`src/rtl/muldiv_seq_if.sv`:
```
// Request/result bundle between the datapath control and the multiply/divide unit.
interface muldiv_seq_if #(
    parameter int WIDTH = 32
);
    logic             start;
    logic [1:0]       op;
    logic [WIDTH-1:0] A;
    logic [WIDTH-1:0] B;
    logic             busy;
    logic             done;
    logic             div_zero;
    logic [WIDTH-1:0] hi;
    logic [WIDTH-1:0] lo;

    modport master (output start, op, A, B, input busy, done, div_zero, hi, lo);
    modport slave  (input start, op, A, B, output busy, done, div_zero, hi, lo);
endinterface

```
`src/rtl/muldiv_seq.sv`:
```
// Multi-cycle MULT/MULTU/DIV/DIVU unit: radix-2 Booth multiply, restoring divide.
// All state advances on the falling edge of clk, like the rest of the datapath.
module muldiv_seq #(
    parameter int WIDTH = 32
) (
    input  logic        clk,
    input  logic        rst,
    muldiv_seq_if.slave bus
);
    localparam int            CW   = $clog2(WIDTH);
    localparam logic [CW-1:0] LAST = CW'(WIDTH - 1);

    typedef enum logic [1:0] {IDLE, CALC, FINISH} state_t;

    state_t           state, state_nx;
    logic [CW-1:0]    cnt;
    logic [1:0]       op_r;
    logic [WIDTH+1:0] acc;
    logic [WIDTH-1:0] mq;
    logic             qb;
    logic [WIDTH:0]   m;
    logic             a_neg, q_neg, b_zero, u_fix;
    logic             busy_r, done_r, dz_r;
    logic [WIDTH-1:0] hi_r, lo_r;

    logic             sgn, a_ng, b_ng;
    logic [WIDTH-1:0] a_mag, b_mag, rem;
    logic [WIDTH+1:0] m_ext, acc_b, r_dif;
    logic [WIDTH:0]   r_sh;

    assign bus.busy     = busy_r;
    assign bus.done     = done_r;
    assign bus.div_zero = dz_r;
    assign bus.hi       = hi_r;
    assign bus.lo       = lo_r;

    always_ff @(negedge clk) begin
        if (!rst) state <= IDLE;
        else      state <= state_nx;
    end

    always_comb begin
        state_nx = state;
        case (state)
            IDLE:    if (bus.start) state_nx = CALC;
            CALC:    if (cnt == LAST) state_nx = FINISH;
            FINISH:  state_nx = IDLE;
            default: state_nx = IDLE;
        endcase
    end

    always_comb begin
        sgn   = ~bus.op[0];
        a_ng  = sgn & bus.A[WIDTH-1];
        b_ng  = sgn & bus.B[WIDTH-1];
        a_mag = a_ng ? -bus.A : bus.A;
        b_mag = b_ng ? -bus.B : bus.B;
    end

    // acc carries two guard bits so the Booth partial sum never overflows
    always_comb begin
        m_ext = {m[WIDTH], m};
        acc_b = acc;
        case ({mq[0], qb})
            2'b01:   acc_b = acc + m_ext;
            2'b10:   acc_b = acc - m_ext;
            default: acc_b = acc;
        endcase
        r_sh  = {acc[WIDTH-1:0], mq[WIDTH-1]};
        r_dif = {1'b0, r_sh} - {1'b0, m};
        rem   = acc[WIDTH-1:0];
    end

    always_ff @(negedge clk) begin
        if (!rst) begin
            cnt    <= '0;
            op_r   <= '0;
            acc    <= '0;
            mq     <= '0;
            qb     <= 1'b0;
            m      <= '0;
            a_neg  <= 1'b0;
            q_neg  <= 1'b0;
            b_zero <= 1'b0;
            u_fix  <= 1'b0;
            busy_r <= 1'b0;
            done_r <= 1'b0;
            dz_r   <= 1'b0;
            hi_r   <= '0;
            lo_r   <= '0;
        end else begin
            done_r <= 1'b0;
            case (state)
                IDLE: if (bus.start) begin
                    op_r   <= bus.op;
                    cnt    <= '0;
                    acc    <= '0;
                    qb     <= 1'b0;
                    busy_r <= 1'b1;
                    a_neg  <= a_ng;
                    q_neg  <= (a_ng ^ b_ng) & (|bus.B);
                    b_zero <= ~|bus.B;
                    // MULTU with top multiplier bit set needs the (WIDTH+1)th Booth pair
                    u_fix  <= bus.op[0] & bus.B[WIDTH-1];
                    if (bus.op[1]) begin
                        m  <= {1'b0, b_mag};
                        mq <= a_mag;
                    end else begin
                        m  <= {a_ng, bus.A};
                        mq <= bus.B;
                    end
                end
                CALC: begin
                    cnt <= cnt + 1'b1;
                    if (!op_r[1]) begin
                        {acc, mq, qb} <= {acc_b[WIDTH+1], acc_b, mq};
                    end else if (!r_dif[WIDTH+1]) begin
                        acc <= r_dif;
                        mq  <= {mq[WIDTH-2:0], 1'b1};
                    end else begin
                        acc <= {1'b0, r_sh};
                        mq  <= {mq[WIDTH-2:0], 1'b0};
                    end
                end
                FINISH: begin
                    busy_r <= 1'b0;
                    done_r <= 1'b1;
                    dz_r   <= op_r[1] & b_zero;
                    if (!op_r[1]) begin
                        hi_r <= acc[WIDTH-1:0] + (u_fix ? m[WIDTH-1:0] : '0);
                        lo_r <= mq;
                    end else begin
                        // B==0 leaves |A| as remainder and all-ones quotient, giving hi=A
                        hi_r <= a_neg ? -rem : rem;
                        lo_r <= q_neg ? -mq : mq;
                    end
                end
                default: ;
            endcase
        end
    end
endmodule
```
`src/flat_wrapper.sv`:
```
// flat-port wrapper written by rule: the top's interface ports become plain ports
module muldiv_seq_flat 
#(
    parameter int WIDTH = 32
)
  (clk, rst, bus_start, bus_op, bus_A, bus_B, bus_busy, bus_done, bus_div_zero, bus_hi, bus_lo);
  muldiv_seq_if #(.WIDTH(WIDTH)) bus_i ();
  input  logic clk;
  input  logic rst;
  input wire logic [$bits(bus_i.start)-1:0] bus_start;
  input wire logic [$bits(bus_i.op)-1:0] bus_op;
  input wire logic [$bits(bus_i.A)-1:0] bus_A;
  input wire logic [$bits(bus_i.B)-1:0] bus_B;
  output wire logic [$bits(bus_i.busy)-1:0] bus_busy;
  output wire logic [$bits(bus_i.done)-1:0] bus_done;
  output wire logic [$bits(bus_i.div_zero)-1:0] bus_div_zero;
  output wire logic [$bits(bus_i.hi)-1:0] bus_hi;
  output wire logic [$bits(bus_i.lo)-1:0] bus_lo;
  assign bus_i.start = bus_start;
  assign bus_i.op = bus_op;
  assign bus_i.A = bus_A;
  assign bus_i.B = bus_B;
  assign bus_busy = bus_i.busy;
  assign bus_done = bus_i.done;
  assign bus_div_zero = bus_i.div_zero;
  assign bus_hi = bus_i.hi;
  assign bus_lo = bus_i.lo;
  muldiv_seq #(.WIDTH(WIDTH)) u_core (.clk(clk), .rst(rst), .bus(bus_i));
endmodule
```
`config.mk`:
```
export PLATFORM = sky130hd
export DESIGN_NAME = muldiv_seq_flat
export DESIGN_NICKNAME = d
export VERILOG_FILES = /design/src/rtl/muldiv_seq_if.sv /design/src/rtl/muldiv_seq.sv /design/src/flat_wrapper.sv
export SDC_FILE = /design/constraint.sdc
export NUM_CORES = 1
export LEC_CHECK = 0
export ABC_CLOCK_PERIOD_IN_PS = 7500
export BUFFER_PORTS_ARGS = -buffer_cell sky130_fd_sc_hd__buf_2
export CORE_MARGIN = 2
export CORE_UTILIZATION = 42
export CTS_BUF_LIST = sky130_fd_sc_hd__clkbuf_2
export DETAILED_ROUTE_END_ITERATION = 8
export PLACE_DENSITY_LB_ADDON = 0.12
export SLEW_MARGIN = 15
export SYNTH_ARGS = -nofsm -noshare
export SYNTH_HDL_FRONTEND = slang
export SYNTH_SLANG_ARGS = --single-unit
```
`constraint.sdc`:
```
create_clock -name clk -period 7.5 [get_ports clk]
set_clock_uncertainty 0.15 [all_clocks]
set_input_delay 1.125 -clock clk [delete_from_list [all_inputs] [get_ports clk]]
set_output_delay 1.125 -clock clk [all_outputs]
set_load 0.005 [all_outputs]
```
; ---- Word-level counts from Yosys, hierarchy flattened
; Index checks and enable logic that the tools add are counted.
[word_totals]
regBits = 180
in_bits = 69
elab_cells = 79
[op_classes]
add_sub_neg = 9
n_eq_ne = 8
muxes = 29
bitwise = 7
reduce_logical = 10
[ops]
columns = cell, count
row1 = $mux 32, 10
row2 = $pmux 34 s2, 2
row3 = $neg 32->32, 4
row4 = $mux 34, 2
row5 = $mux 33, 2
row6 = $pmux 32 s2, 1
row7 = $add 34x34->34, 1
row8 = $sub 33x33->34, 1
row9 = $sub 34x34->34, 1
row10 = $add 32x32->32, 1
row11 = $reduce_or 32->1, 1
row12 = $pmux 5 s2, 1
row13 = $reduce_and 2->1, 4
row14 = $add 5x1->5 const B, 1
row15 = $and 1x1->1, 5
row16 = $eq 5x5->1 const B, 1
row17 = $mux 1, 5
row18 = $mux 5, 1
row19 = $eq 2x1->1 const B, 2
row20 = $eq 2x2->1 const B, 2
row21 = $mux 2, 2
row22 = $ne 2x2->1 const B, 2
row23 = $pmux 1 s2, 2
row24 = $pmux 2 s2, 1
row25 = 7 further kinds, 8

; ---- Logic depth before layout (Yosys ltp)
[logic_depth]
depth_word = 6
depth_mapped = 18

==> results.txt <==
----------------------------------------------------
[Status]
  Run status ... finished clean

[Worst setup path]
  Length in cells of the worst reg-to-reg path ... 14
  CP max FO ... 2
  Dominant delay contributor by cell family on the critical path ... flip-flops
  Critical Path RT ... 6.22 ns
  Critical path data arrival time ... 5.26 ns
  Critical Path, Cell by Cell ... buf_2
  Critical path startpoint category ... register
  Sum of buffers and inverters on the critical path ... 1
  Cell type of the slowest stage on the worst timing path ... dfxtp_1
  Register-to-register path setup slack ... 1.89 ns
  R2r startpoint ... u_core.m[2]$_SDFFE_NN0P_
  Category of the worst setup path capture point ... primary output
  Critical path type ... reg2out
  Maximum cell stage delay along the critical path ... 0.38 ns
  Capture point of the worst reg-to-reg path ... u_core.acc[27]$_SDFFE_NN0P_

[Pwr]
  Leakage power total ... 8.44 nW
  Max VDD drop ... 0.119 mV
  Clk pwr share ... 29.5%
  Power density over the cells ... 182 nW/um2
  Design internal power ... 0.00190 W
  Post-route total power ... 0.00349 W
  Sequential fraction of design power ... 32.1%
  Fraction of power spent switching nets ... 45.6%
  Net switching power ... 0.00159 W
  Combinational group share of total power ... 38.4%

[Final layout]
  Post-route core utilization ... 48.3%
  Layout-stage area growth over the synthesis result ... 13.3%
  Commonest cells after routing, fill and taps aside ... 267 x nor2_1, 264 x inv_1, 214 x a21oi_1
  Fraction of layout instances using a drive strength above 1 ... 10.4%
  Nets ... 2717
  Most common cell after layout, fill and taps aside ... nor2_1

[Routing]
  Met1 Wirelength ... 26.9 mm
  Detail-routed via count per cell ... 5.90
  Initial DRT Pass Iterations ... 9
  Via total after detailed routing ... 18187
  Number of DRC violations after detailed-routing iteration 0 ... 1183
  Number of nets still failing antenna checks after routing ... 0
  Highest routed layer ... met5
  Wire per inst ... 20.5 um
  DRC viols ... 0
  Wire length on met2 ... 30.1 mm
  DRT Wirelength ... 63.0 mm
  Metal3 WL ... 3.01 mm

[Placement]
  Placer Congestion ... 0.957
  # port buffers ... 135
  Hpwl dp ... 47.7 mm

[Global routing]
  First-pass GRT wire length ... 97.2 mm
  Initial antenna violation count ... 4
  Via count of the first global-routing pass ... 17613
  GRT Overall Usage ... 29.9%
  Pin count of the biggest net entering global routing ... 74
  Gr ovfl total ... 0

[Clocking]
  Clock latency of the later-clocked register in the worst-skew pair ... 1.00 ns
  # hold bufs at CTS ... 0
  Number of buffers between clock root and the deepest sink ... 2
  H-tree Lvls ... 4
  Number of buffers added for setup after CTS ... 0
  Root Buffer ... clkbuf_2
  Clk slew on worst S/H paths ... 0.08 ns
  TritonCTS buffer count ... 17
  CTS resizes ... 0
  Clock tree sinks ... 179
  TritonCTS clock tree ... done

[Die]
  Width of the chip ... 205 um
  Starting density of the core ... 42.6%
  I/O pin cnt ... 136
  Number of rows in the core area ... 73
  Die span in y ... 205 um
  Core box area ... 39700 um2
  Floorplan die area ... 41900 um2

[STA]
  Slew at the pin closest to its max-slew limit ... 0.947 ns
  Setup TNS ... 0 ns
  Final setup vio count ... 0
  Count of pins over their slew limit ... 0
  Hold Violations, Final ... 0
  Setup repair after global routing missed its margin ... false
  Rel. slew slack ... 36.3%

[Synthesis]
  Total of warnings raised by yosys ... 0
  #FFs+latches synth ... 179
  Most used flip-flop cell after synthesis ... dfxtp_1
  Net count of the mapped netlist ... 2484
  Cells after synthesis ... 2307
  Dominant cell type by area after synthesis ... dfxtp_1
  Synth Cell Area ... 16900 um2
  Synth async-reset ratio ... 0%
  Cell variety after synth ... 78
  Sequential element share of the synthesized area ... 21.2%
  EDFF count, synth ... 0
  Largest cells by area after synthesis ... dfxtp_1 21%, ha_1 7.8%, xnor2_1 6.6%
  Avg Inst Size Synth ... 7.34 um2
  Area fraction of the dominant cell type after synthesis ... 21.2%

[Min path]
  Type of the tightest min-delay check ... reg2reg
  Startpoint of the lowest-slack hold path ... u_core.bus.hi[9]$_SDFFE_NN0P_
  Worst hold endpoint ... u_core.bus.hi[9]$_SDFFE_NN0P_
  WHS Path Cells ... 2

[Run]
  Max-capacitance violation count ... 0

----------------------------------------------------
registers in the layout, summed over array words and instances (netlist names), 2 cells and up:
name and count:
u_core.acc 34, u_core.m 33, u_core.bus.hi 32, u_core.bus.lo 32
u_core.mq 32, u_core.cnt 5, u_core.state 2
routing by layer:
layer  global-route usage (%)  vias up
li1                         -     8900
met1                     36.0     8601
met2                     49.7      534
met3                     6.40      148
met4                     16.4        4
met5                        0        -
worst max path at each step:
stage,slack [ns],end,depth (start not counted),from
3_5_place_dp,0.08,u_core.mq[18]$_SDFFE_NN0P_,11,bus_A[5]
6_report,0.97,bus_hi[30],1,u_core.bus.hi[30]$_SDFFE_NN0P_
4_1_cts,0.84,bus_hi[30],1,u_core.bus.hi[30]$_SDFFE_NN0P_
2_1_floorplan,0.14,u_core.mq[29]$_SDFFE_NN0P_,10,bus_A[5]
5_1_grt,0.83,bus_hi[30],1,u_core.bus.hi[30]$_SDFFE_NN0P_
3_3_place_gp,0.11,u_core.mq[18]$_SDFFE_NN0P_,11,bus_A[5]
layout make-up:
class	count	area [um2]
clock buffer	17	85.1
sequential	179	3590
inverter	86	325
timing repair buffer	195	1180
antenna	3	7.51
multi-input combinational	1882	12400
fill	4166	20600
tap	525	657
clock inverter	193	900
tightest hold or removal path: stages, from the launching register on:
cell     delay [ns]
dfxtp_1        0.31
nand2_1        0.05
a21oi_1        0.05
Yosys cell counts (all sizes together), types with 15 or more instances:
cell type	count
nor2	270
ha	105
or4	15
nor2b	21
a221oi	18
xor2	82
dfxtp	179
and2	39
buf	19
and3	18
a31oi	26
xnor2	127
o21ai	136
or3	24
a211oi	140
o21a	21
nand3	35
a311oi	18
nand2b	25
o211ai	22
nand2	175
nand4	15
clkbuf	140
nor3	46
nor4	16
mux2i	53
o31ai	29
a21oi	214
inv	87
a21o	46
stage by stage:
step | std cells | hold slack [ns] | cell area (um2) | worst slack, ns
floorplan | 2307 | 0.290 | 16900 | 0.139
global placement | 2868 | 0.292 | 18200 | 0.114
detailed placement | 2868 | 0.297 | 18200 | 0.0812
CTS | 3077 | 0.306 | 19200 | 0.839
global route | 3079 | 0.323 | 19200 | 0.829
finish | 3080 | 0.302 | 19200 | 0.970
power groups by stage:
| stage | registers, W | clock network, W | logic, W |
|---|---|---|---|
| after floorplan | 0.00107 | 0.000145 | 0.00101 |
| after global placement | 0.00114 | 0.000145 | 0.00130 |
| after detailed placement | 0.00114 | 0.000145 | 0.00132 |
| after CTS | 0.00112 | 0.00109 | 0.00132 |
| after global routing | 0.00112 | 0.00120 | 0.00147 |
| final | 0.00112 | 0.00103 | 0.00134 |
kinds of logic after synthesis:
kind of cell             after synthesis  share of synthesized area [%]
flip-flops                           179                           21.2
multiplexers                          64                           3.86
AND/OR/NAND/NOR                      723                           20.1
adder cells (fa/ha/maj)              108                           8.11
AO/OA/AOI/OAI                        778                           30.4
XOR/XNOR                             209                           10.8
buffers and inverters                246                           5.56
Power figures use the tool's default switching activity.
